==> config.mk <==
export PLATFORM = sky130hd
export DESIGN_NAME = rowbias_shuffler
export DESIGN_NICKNAME = d
export VERILOG_FILES = /design/src/rtl/rowbias_shuffler.sv
export SDC_FILE = /design/constraint.sdc
export NUM_CORES = 1
export LEC_CHECK = 0
export CORE_ASPECT_RATIO = 1.75
export CORE_MARGIN = 4
export CORE_UTILIZATION = 55
export DETAILED_ROUTE_END_ITERATION = 8
export DONT_BUFFER_PORTS = 1
export PLACE_DENSITY = 0.72
export SLEW_MARGIN = 20
export SYNTH_ARGS = -nofsm -noshare
export SYNTH_HDL_FRONTEND = slang
export SYNTH_SLANG_ARGS = --single-unit
export TNS_END_PERCENT = 20
==> constraint.sdc <==
create_clock -name clock -period 6.8 [get_ports clock]
set_input_delay 1.36 -clock clock [delete_from_list [all_inputs] [get_ports clock]]
set_output_delay 1.36 -clock clock [all_outputs]
set_load 0.05 [all_outputs]
==> src/rtl/rowbias_shuffler.sv <==
// rowbias_shuffler: upstream feeder for the row-bias bus stage.
//
// After reset, and again on each start request, it builds a random
// permutation of the w one-hot values of width w. It uses in-place
// Fisher-Yates with rejection sampling, driven by a free-running 16-bit
// Galois LFSR (x^16+x^14+x^13+x^11+1). It then streams pool entries
// 0..w in order over a valid/ready port. Entry w is always zero.
//
// Ports:
//   clock      single clock, rising edge
//   reset      synchronous, active-high; loads seed (0 -> 16'hACE1)
//   seed       LFSR seed, sampled only while reset=1
//   start      reshuffle request, honoured only in IDLE
//   out_valid  pool entry presented
//   out_ready  consumer accepts entry this cycle
//   out_index  pool index of presented entry
//   out_value  pool entry value
//   busy       high in any state other than IDLE
//   done       one-cycle pulse after entry w is accepted
//   perm_err   (ROWBIAS_SHUFFLER_SELFCHECK_EN only) sticky permutation error
//
// Optional feature macro: ROWBIAS_SHUFFLER_SELFCHECK_EN adds perm_err and
// an accumulator that checks the emitted stream is a true permutation.

`ifndef GRID_LEN
`define GRID_LEN 4
`endif

module rowbias_shuffler #(
  parameter int w  = `GRID_LEN,
  parameter int LW = 16,
  parameter int IW = $clog2(w + 1)
) (
  input  logic          clock,
  input  logic          reset,
  input  logic [LW-1:0] seed,
  input  logic          start,
  output logic          out_valid,
  input  logic          out_ready,
  output logic [IW-1:0] out_index,
  output logic [w-1:0]  out_value,
  output logic          busy,
  output logic          done
`ifdef ROWBIAS_SHUFFLER_SELFCHECK_EN
  ,
  output logic          perm_err
`endif
);

  // Pool select width. cand and i are always < w when they index the pool.
  localparam int PW = (w > 1) ? $clog2(w) : 1;
  localparam logic [IW-1:0] LAST = IW'(w);

  typedef enum logic [1:0] {S_IDLE, S_FILL, S_SHUFFLE, S_EMIT} state_t;

  state_t              state;
  logic [LW-1:0]       lfsr;
  logic [LW-1:0]       lfsr_nxt;
  logic [w-1:0][w-1:0] pool;
  logic [IW-1:0]       i;
  logic [IW-1:0]       cand;
  logic [IW-1:0]       nxt_idx;

  assign lfsr_nxt = {1'b0, lfsr[LW-1:1]} ^ (lfsr[0] ? LW'(16'hB400) : '0);
  assign cand     = lfsr[IW-1:0];
  assign nxt_idx  = out_index + 1'b1;
  assign busy     = (state != S_IDLE);

  always_ff @(posedge clock) begin
    done <= 1'b0;
    if (reset) begin
      state     <= S_FILL;
      out_valid <= 1'b0;
      out_index <= '0;
      out_value <= '0;
      lfsr      <= (seed == '0) ? LW'(16'hACE1) : seed;
    end else begin
      lfsr <= lfsr_nxt;
      case (state)
        S_FILL: begin
          for (int k = 0; k < w; k++)
            pool[k] <= {{(w-1){1'b0}}, 1'b1} << k;
          i     <= IW'(w - 1);
          state <= S_SHUFFLE;
        end
        S_SHUFFLE: begin
          // Out-of-range candidates are rejected so every swap target is
          // uniform over 0..i.
          if (cand <= i) begin
            pool[i[PW-1:0]]    <= pool[cand[PW-1:0]];
            pool[cand[PW-1:0]] <= pool[i[PW-1:0]];
            i <= i - 1'b1;
            if (i == IW'(1)) begin
              // The last swap touches entry 0 at the same edge that entry 0 is
              // registered, so forward its post-swap value.
              state     <= S_EMIT;
              out_valid <= 1'b1;
              out_index <= '0;
              out_value <= (cand == '0) ? pool[1] : pool[0];
            end
          end
        end
        S_EMIT: begin
          if (out_ready) begin
            if (out_index == LAST) begin
              state     <= S_IDLE;
              out_valid <= 1'b0;
              done      <= 1'b1;
            end else begin
              out_index <= nxt_idx;
              out_value <= (nxt_idx == LAST) ? '0 : pool[nxt_idx[PW-1:0]];
            end
          end
        end
        S_IDLE: begin
          if (start) state <= S_FILL;
        end
        default: state <= S_IDLE;
      endcase
    end
  end

`ifdef ROWBIAS_SHUFFLER_SELFCHECK_EN
  logic [w-1:0] acc;
  logic         onehot;

  assign onehot = (out_value != '0) && ((out_value & (out_value - 1'b1)) == '0);

  always_ff @(posedge clock) begin
    if (reset) begin
      perm_err <= 1'b0;
      acc      <= '0;
    end else if (state == S_FILL) begin
      acc <= '0;
    end else if (state == S_EMIT && out_ready) begin
      if (out_index == LAST) begin
        if (out_value != '0 || acc != '1) perm_err <= 1'b1;
      end else begin
        if ((out_value & acc) != '0 || !onehot) perm_err <= 1'b1;
        acc <= acc | out_value;
      end
    end
  end
`endif

endmodule

==> results of run 1 <==
## power by group
group	switching (uW)	leakage [uW]	internal (uW)	total (uW)
clock network	101	0.0000591	112	213
logic	195	0.000645	148	343
registers	106	0.000393	363	468
total	402	0.00110	623	1020
## layer usage
| layer | part of all wire | global-route usage | routed length [um] |
|---|---|---|---|
| met4 | 0.012 | 0.0869 | 73 |
| met3 | 0.060 | 0.0379 | 369 |
| met5 | 0 | 0 | 0 |
| met1 | 0.37 | 0.218 | 2280 |
| met2 | 0.56 | 0.374 | 3420 |
## per-stage QoR
stage | power, uW | util | std cells | hold WS, ns | cell area [sq um]
2_1_floorplan | 751 | - | 284 | 0.410 | 2880
3_3_place_gp | 811 | 0.568 | 321 | 0.436 | 2850
3_5_place_dp | 818 | 0.568 | 321 | 0.438 | 2850
4_1_cts | 1030 | 0.591 | 329 | 0.464 | 2970
5_1_grt | 1090 | 0.591 | 329 | 0.471 | 2970
6_report | 1020 | 0.591 | 329 | 0.450 | 2970
## layout by cell type (no fill, tap or decap), types with 7 or more instances in the layout
cell | Yosys | final
mux2_1 | 7 | 7
mux2i_1 | 10 | 10
ha_1 | 15 | 15
edfxtp_1 | 19 | 19
nand3_1 | 10 | 10
mux4_2 | 8 | 8
nand2_1 | 22 | 22
nor2b_1 | 11 | 11
dfxtp_1 | 27 | 27
nor3_2 | 9 | 9
nor2_1 | 25 | 25
a21oi_1 | 15 | 15
inv_1 | 9 | 9
o21ai_1 | 14 | 14
## area by class of cell
| type | instances | share of cell area |
|---|---|---|
| clock inverter | 3 | 0.0160 |
| multi-input combinational | 209 | 0.548 |
| tap | 54 | 0.0228 |
| sequential | 46 | 0.375 |
| inverter | 12 | 0.0152 |
| clock buffer | 5 | 0.0232 |
## logic make-up (layout without fill, tap and decap cells)
kind of cell             count (synthesis)  count (layout)
AND/OR/NAND/NOR                         97              97
AO/OA/AOI/OAI                           62              62
flip-flops                              46              46
multiplexers                            30              30
buffers and inverters                   29              20
adder cells (fa/ha/maj)                 15              15
XOR/XNOR                                 5               5
## critical path, delay by kind of cell, from the launching register on
kind,cells,cell delay [ns]
flops,1,0.35
compound gates,2,1.03
simple gates,1,0.08
fa+ha+maj,1,0.79
buf+inv,1,0.09
mux,1,0.38
## state kept, by name (all words and copies together) (netlist names)
name,flops
done,1
i,3
lfsr,16
out_index,3
out_valid,1
out_value,4
pool,16
state,2
## worst paths after layout
check / startpoint / endpoint / slack [ns] / cells past startpoint
worst max-delay path: state[0]$_SDFFE_PP1P_ / out_index[1]$_SDFFE_PP0P_ / 4.02 / 6
worst min-delay path: lfsr[15]$_DFF_P_ / lfsr[14]$_DFF_P_ / 0.45 / 1
worst max register to register: state[0]$_SDFFE_PP1P_ / out_index[1]$_SDFFE_PP0P_ / 4.02 / 6
worst min register to register: lfsr[15]$_DFF_P_ / lfsr[14]$_DFF_P_ / 0.45 / 1
==> out/qor.csv, run 1 <==
metric,value,unit
first_global_vias,2193,
max_freq,0.360,GHz
final-hold-violation-count,0,
drtPass1Iterations,5,
post_cts_resized,0,
insertion_delay,0.30,ns
grt.overflow.total,0,
cp_slowest_cell,ha_1,
slew_violations,0,
startpoint_type,flip-flop,
vdd_drop_max,0.209,mV
synthAdderAreaFrac,0.0652,
grt_max_degree,30,
layout-drive-gt1-share,0.149,
regArea,1110,sq um
start_util,0.574,
synth_ff_type,dfxtp_1,
ctsHoldBuffers,0,
worst_pin_slew,0.962,ns
fin_crit_sh,0.408,
slew_headroom,0.359,
detail-route-antenna-nets,0,
wl_per_cell,18.7,um
nFillCells,441,
hp-class,reg -> reg,
crit_chain,inv_1 > ha_1 > o21ai_1 > o21ai_1 > mux2_1 > nor2_1,
synth_xor_area_frac,0.0152,
synth_top_area_share,0.198,
finalWorstSetupSlack,4.02,ns
maxCapViolations,0,
p_per_area,346,nW/um^2
synth_seq_area_share,0.386,
grtUsageTotal,0.202,
coreArea,5020,sq um
syn_area,2880,sq um
vias_per_cell,6.43,
synth-simple-area-share,0.186,
ios,30,
ys_ff_latch,46,
status,"finished, final reports clean",
cts_buffers,5,
async_flop_share,0,
drc,0,
ys_types,53,
antenna_found_initial,0,
crit_fanout,29,
die_area,6500,sq um
rows,34,
required,7.05,ns
synth_edf_count,19,
gp_congestion,0.978,
fin_tns_setup,0,ns
clk_pin_slew,0.09,ns
synth-compound-area-share,0.151,
p_leak,0.00110,uW
postCtsSetupBuffers,0,
cpPeakStageDelay,0.79,ns
grt_pass1_wl,10400,um
crit_top_cell,o21ai_1,
yosysMostFrequentCell,dfxtp_1,
dp_hpwl,4630,um
multi_input_area,1630,sq um
clockBufferDepth,2,
finalSetupViolations,0,
place_ws,4.07,ns
die_x,62.7,um
ys.warnings.count,0,
synth_area_leaders,"edfxtp_1, dfxtp_1, ha_1",
yosysTopAreaCell,edfxtp_1,
crit_arrival,3.02,ns
cts_htree_levels,2,
antenna_cells,0,
critPathKind,reg -> reg,
synth_top_family_by_area,simple AND/OR/NAND/NOR gates,
fin_skew,0.00567,ns
avgSynthCellArea,10.1,sq um
die_h,104,um
synth_mux_area_frac,0.147,
syn2layout_area_growth,3.00,%
dr.first_iter.drc_count,103,
yosys-top-cells-count,"dfxtp_1, nor2_1, nand2_1",
vias,2114,
syn_inst,284,
finalCriticalPeriod,2.78,ns
clock-root-buffer,clkbuf_8,
synth_nets,319,
wl,6150,um
clkSinkCount,46,
cts_tree,built,
portBuffers,0,
end_kind,flip-flop,
final_nets,309,
rsz0062_at_grt,false,
Note: power is estimated with default switching activity, not from simulation.
==> inputs of run 2 (changes only) <==
==> constraint.sdc (replaced) <==
create_clock -name clock -period 2.76 [get_ports clock]
set_input_delay 0.552 -clock clock [delete_from_list [all_inputs] [get_ports clock]]
set_output_delay 0.552 -clock clock [all_outputs]
set_load 0.05 [all_outputs]
==> out/qor.csv, run 2 (synthesis gave the netlist of run 1 again) <==
metric,value,unit,change
dr.first_iter.drc_count,128,,was 103
p_per_area,860,nW/um^2,was 346 nW/um^2
antenna_cells,0,,unchanged
end_kind,flip-flop,,unchanged
grt_pass1_wl,11000,um,was 10400 um
status,"finished, final reports clean",,unchanged
drtPass1Iterations,5,,unchanged
start_util,0.574,,unchanged
path_buf_inv,2,,was 1
slew_headroom,0.633,,was 0.359
grt_busiest_layer,met2,,unchanged
p_sw_frac,0.385,,was 0.392
first_global_vias,2231,,was 2193
vias_per_cell,6.45,,was 6.43
slew_violations,0,,unchanged
cts_htree_levels,2,,unchanged
drc,0,,unchanged
nFillCells,411,,was 441
finalCriticalPeriod,2.14,ns,was 2.78 ns
rows,34,,unchanged
crit_arrival,2.13,ns,was 3.02 ns
antenna_found_initial,0,,unchanged
portBuffers,0,,unchanged
fin_crit_sh,0.776,,was 0.408
max_freq,0.467,GHz,was 0.360 GHz
coreArea,5020,sq um,unchanged
critPathKind,reg -> reg,,unchanged
ctsHoldBuffers,0,,unchanged
comb_power_share,0.348,,was 0.335
crit_fanout,19,,was 29
fin_skew,0.00432,ns,was 0.00567 ns
grt.overflow.total,0,,unchanged
maxCapViolations,0,,unchanged
postCtsSetupBuffers,0,,unchanged
gp_congestion,1.02,,was 0.978
crit_family,flip-flops,,was compound AO/OA/AOI/OAI gates
post_cts_resized,0,,unchanged
vdd_drop_max,0.669,mV,was 0.209 mV
ios,30,,unchanged
startpoint_type,flip-flop,,unchanged
clockBufferDepth,2,,unchanged
final_nets,317,,was 309
rsz0062_at_grt,false,,unchanged
met3_usage,0.0347,,was 0.0379
dp_hpwl,4820,um,was 4630 um
cts_buffers,5,,unchanged
power.switching,1010,uW,was 402 uW
detail-route-antenna-nets,0,,unchanged
fin_tns_setup,0,ns,unchanged
use_met1,0.225,,was 0.218
use_met2,0.383,,was 0.374
final-hold-violation-count,0,,unchanged
p_leak,0.00115,uW,was 0.00110 uW
layout_common_cells,"dfxtp_1, nor2_1, nand2_1, edfxtp_1",,unchanged
clock-root-buffer,clkbuf_8,,unchanged
finalSetupViolations,0,,unchanged
die_x,62.7,um,unchanged
insertion_delay,0.30,ns,about the same
share_seq_of_total_power,0.435,,was 0.457
final_common_cell,dfxtp_1,,unchanged
power,2620,uW,was 1020 uW
cts_tree,built,,unchanged
grtUsageTotal,0.212,,was 0.202
worst_pin_slew,0.551,ns,was 0.962 ns
syn2layout_area_growth,5.65,%,was 3.00%
layout-drive-gt1-share,0.173,,was 0.149
vias,2172,,was 2114
cp_slowest_cell,edfxtp_1,,was ha_1
cpPeakStageDelay,0.50,ns,was 0.79 ns
hp-class,in -> reg,,was reg -> reg
wl,6390,um,was 6150 um
crit_chain,inv_1 > ha_1 > nor2b_1 > o31ai_4 > o211a_1 > buf_4,,was inv_1 > ha_1 > o21ai_1 > o21ai_1 > mux2_1 > nor2_1
die_area,6500,sq um,unchanged
clkSinkCount,46,,unchanged
top_regs,"lfsr x16, pool x16, out_value x4",,unchanged
clkPwrFrac,0.218,,was 0.208
p_int,1610,uW,was 623 uW
required,2.75,ns,was 7.05 ns
wl_per_cell,19.0,um,was 18.7 um
die_h,104,um,unchanged
grt_max_degree,26,,was 30
clk_pin_slew,0.09,ns,about the same
run 2: cell count changes in the layout (fill, tap and decap cells not counted):
cell	before	now
clkbuf_16	0	1
clkinv_4	0	1
buf_4	0	8
inv_6	2	0
run 2: metrics by stage:
stage                util  area, sq um  setup WS [ns]  hold slack (ns)  std cells
global placement    0.580         2910          0.691            0.421        329
global route        0.606         3040          0.486            0.295        337
CTS                 0.606         3040          0.610            0.293        337
detailed placement  0.580         2910          0.628            0.434        329
finish              0.606         3040          0.618            0.305        337
floorplan               -         2880          0.479            0.410        284
run 2: worst paths after layout:
path	from	endpoint	slack [ns]	cells past startpoint
setup / recovery	i[1]$_SDFFCE_PN1P_	pool[2]$_SDFFCE_PN0P_	0.62	6
setup reg to reg	i[1]$_SDFFCE_PN1P_	pool[2]$_SDFFCE_PN0P_	0.62	6
hold reg to reg	lfsr[15]$_DFF_P_	lfsr[14]$_DFF_P_	0.45	1
hold / removal	reset	out_index[0]$_SDFFE_PP0P_	0.31	1
run 2: layer usage:
metal,share of wire,wire [um],up-vias
met5,0,0,-
met3,0.066,424,24
met1,0.36,2300,1023
li1,-,-,1027
met4,0.037,239,0
met2,0.54,3430,98
run 2: worst register-to-register path, stage by stage, from the launching register on:
cell and delay, ns:
edfxtp_1 0.50, inv_1 0.15, ha_1 0.32, nor2b_1 0.16, o31ai_4 0.24, o211a_1 0.19, buf_4 0.26
run 2: power by group through the flow:
stage,Combinational (uW),Clock [uW],Sequential (uW)
floorplan,758,0,1090
global placement,889,0,1150
detailed placement,905,0,1150
CTS,912,580,1140
global route,1010,601,1160
finish,909,569,1140
run 2: layout make-up:
type                       instances  area, sq um  area share
tap                               54         67.6      0.0222
inverter                          12         45.0      0.0148
multi-input combinational        209         1630       0.534
sequential                        46         1110       0.365
timing repair buffer               8         60.1      0.0197
clock buffer                       6         93.8      0.0309
clock inverter                     2         38.8      0.0128
==> variant: new RTL, config.mk and constraints of run 2 <==
Encoding of `state_t`: now Gray code (2 bits for 4 states).
--- a/src/rtl/rowbias_shuffler.sv
+++ b/src/rtl/rowbias_shuffler.sv
@@ -51,7 +51,7 @@
   localparam int PW = (w > 1) ? $clog2(w) : 1;
   localparam logic [IW-1:0] LAST = IW'(w);
 
-  typedef enum logic [1:0] {S_IDLE, S_FILL, S_SHUFFLE, S_EMIT} state_t;
+  typedef enum logic [1:0] {S_IDLE = 2'b00, S_FILL = 2'b01, S_SHUFFLE = 2'b11, S_EMIT = 2'b10} state_t;
 
   state_t              state;
   logic [LW-1:0]       lfsr;
Function: no difference found for any inputs over 10 cycles, from zero or initial values and one cycle with reset high; not proved beyond that.
==> variant against run 2 <==
First-iteration DRC count up 24%; worst setup slack worse by 0.11 ns; synthesized area down 6.1%; critical path depth unchanged; cell area down 7.4%; routed wire length down 4.6%; sequential cell count unchanged; worst hold slack worse by 0.0064 ns.
Power is not compared: it rests on default switching activity, and its combinational part moved more than twofold at a synthesized area within 25%.
==> variant: results (changes against run 2) <==
fillers=398 (was 411); Layout area overhead=4.26% (was 5.65%); pre-CTS setup slack=0.538 ns (was 0.628 ns); run status=complete, no violations (unchanged); number of non-clock buffers in the layout=6 (was 8); top cells by count, synth=dfxtp_1, mux2i_1, edfxtp_1 (was dfxtp_1, nor2_1, nand2_1); number of distinct library cells after synthesis=45 (was 53); Placer Congestion=0.889 (was 1.02); sequential fraction of the synthesis area=41.1% (was 38.6%); vias in the first global route=2,060 (was 2,231); Synth area leaders=edfxtp_1, dfxtp_1, mux2i_1 (was edfxtp_1, dfxtp_1, ha_1); worst-margin pin slew=0.635 ns (was 0.551 ns); placed cells=293 (was 329); multi-input gates=177 (was 209); post-synth design cell area=2700 sq um (was 2880 sq um); GR Util All Layers=21.8% (was 21.2%); Clock Skews=0.00829 ns (was 0.00432 ns); first-pass iteration count of the detailed router=4 (was 5); Non-clock buffering overhead=1.60% (was 1.97%); Initial DRC Count=159 (was 128); largest net degree at the start of global routing=31 (was 26); top cell category=multi-input combinational cells (unchanged); R2R Path End=pool[3]$_SDFFCE_PN0P_ (was pool[2]$_SDFFCE_PN0P_); hold endpoint=state[1]$_SDFFE_PP0P_ (was out_index[0]$_SDFFE_PP0P_); first-pass GRT wire length=9980 microns (was 11,000 microns); CP arrival=2.25 ns (was 2.13 ns); Worst Setup EP=pool[3]$_SDFFCE_PN0P_ (was pool[2]$_SDFFCE_PN0P_); final cell count without fillers=301 (was 337); Post-CTS Setup Repair Bufs=0 (unchanged); sequential cell count=46 (unchanged); Ys Warns=0 (unchanged); Area after DPL=2720 sq um (was 2910 sq um); wl on met1=2250 microns (was 2300 microns); WHS=0.299 ns (was 0.305 ns); hpwl dp=4460 microns (was 4820 microns); final wirelength=6090 microns (was 6390 microns); layout cell share with drive strength beyond 1=14.9% (was 17.3%); Clock buf/inv share=3.37% (was 4.36%); GR Layer Usage met3=3.72% (was 3.47%); met3 routed WL=350 microns (was 424 microns); via count=2,012 (was 2,172); Syn Nets=283 (was 319)
variant: cell types whose count changed after synthesis, sizes merged, moves of 6 or more:
cell          run 2  this run
nor2             26         7
nand2            22        10
a31oi             2         8
nor2b            11         4
mux2i            10        22
variant: power by group through the flow:
stage	Combinational (mW)	Sequential [mW]	Clock, mW
final	0.409	0.890	0.450
after detailed placement	0.404	0.905	0
after global placement	0.397	0.901	0
after floorplan	0.347	0.874	0
after global routing	0.451	0.903	0.483
after CTS	0.407	0.889	0.462
variant: cells by family after synthesis:
kind of cell    share of synthesized area, %
compound gates                          18.2
buf+inv                                 5.19
mux                                     19.4
fa+ha+maj                               5.09
simple gates                            9.40
flops                                   41.1
xor+xnor                                1.62
variant: worst max-delay path: stages, from the launching register on:
cell	delay, ns
edfxtp_1	0.51
inv_1	0.15
ha_1	0.33
nor2b_1	0.15
o311a_1	0.37
nor3_2	0.12
buf_4	0.30
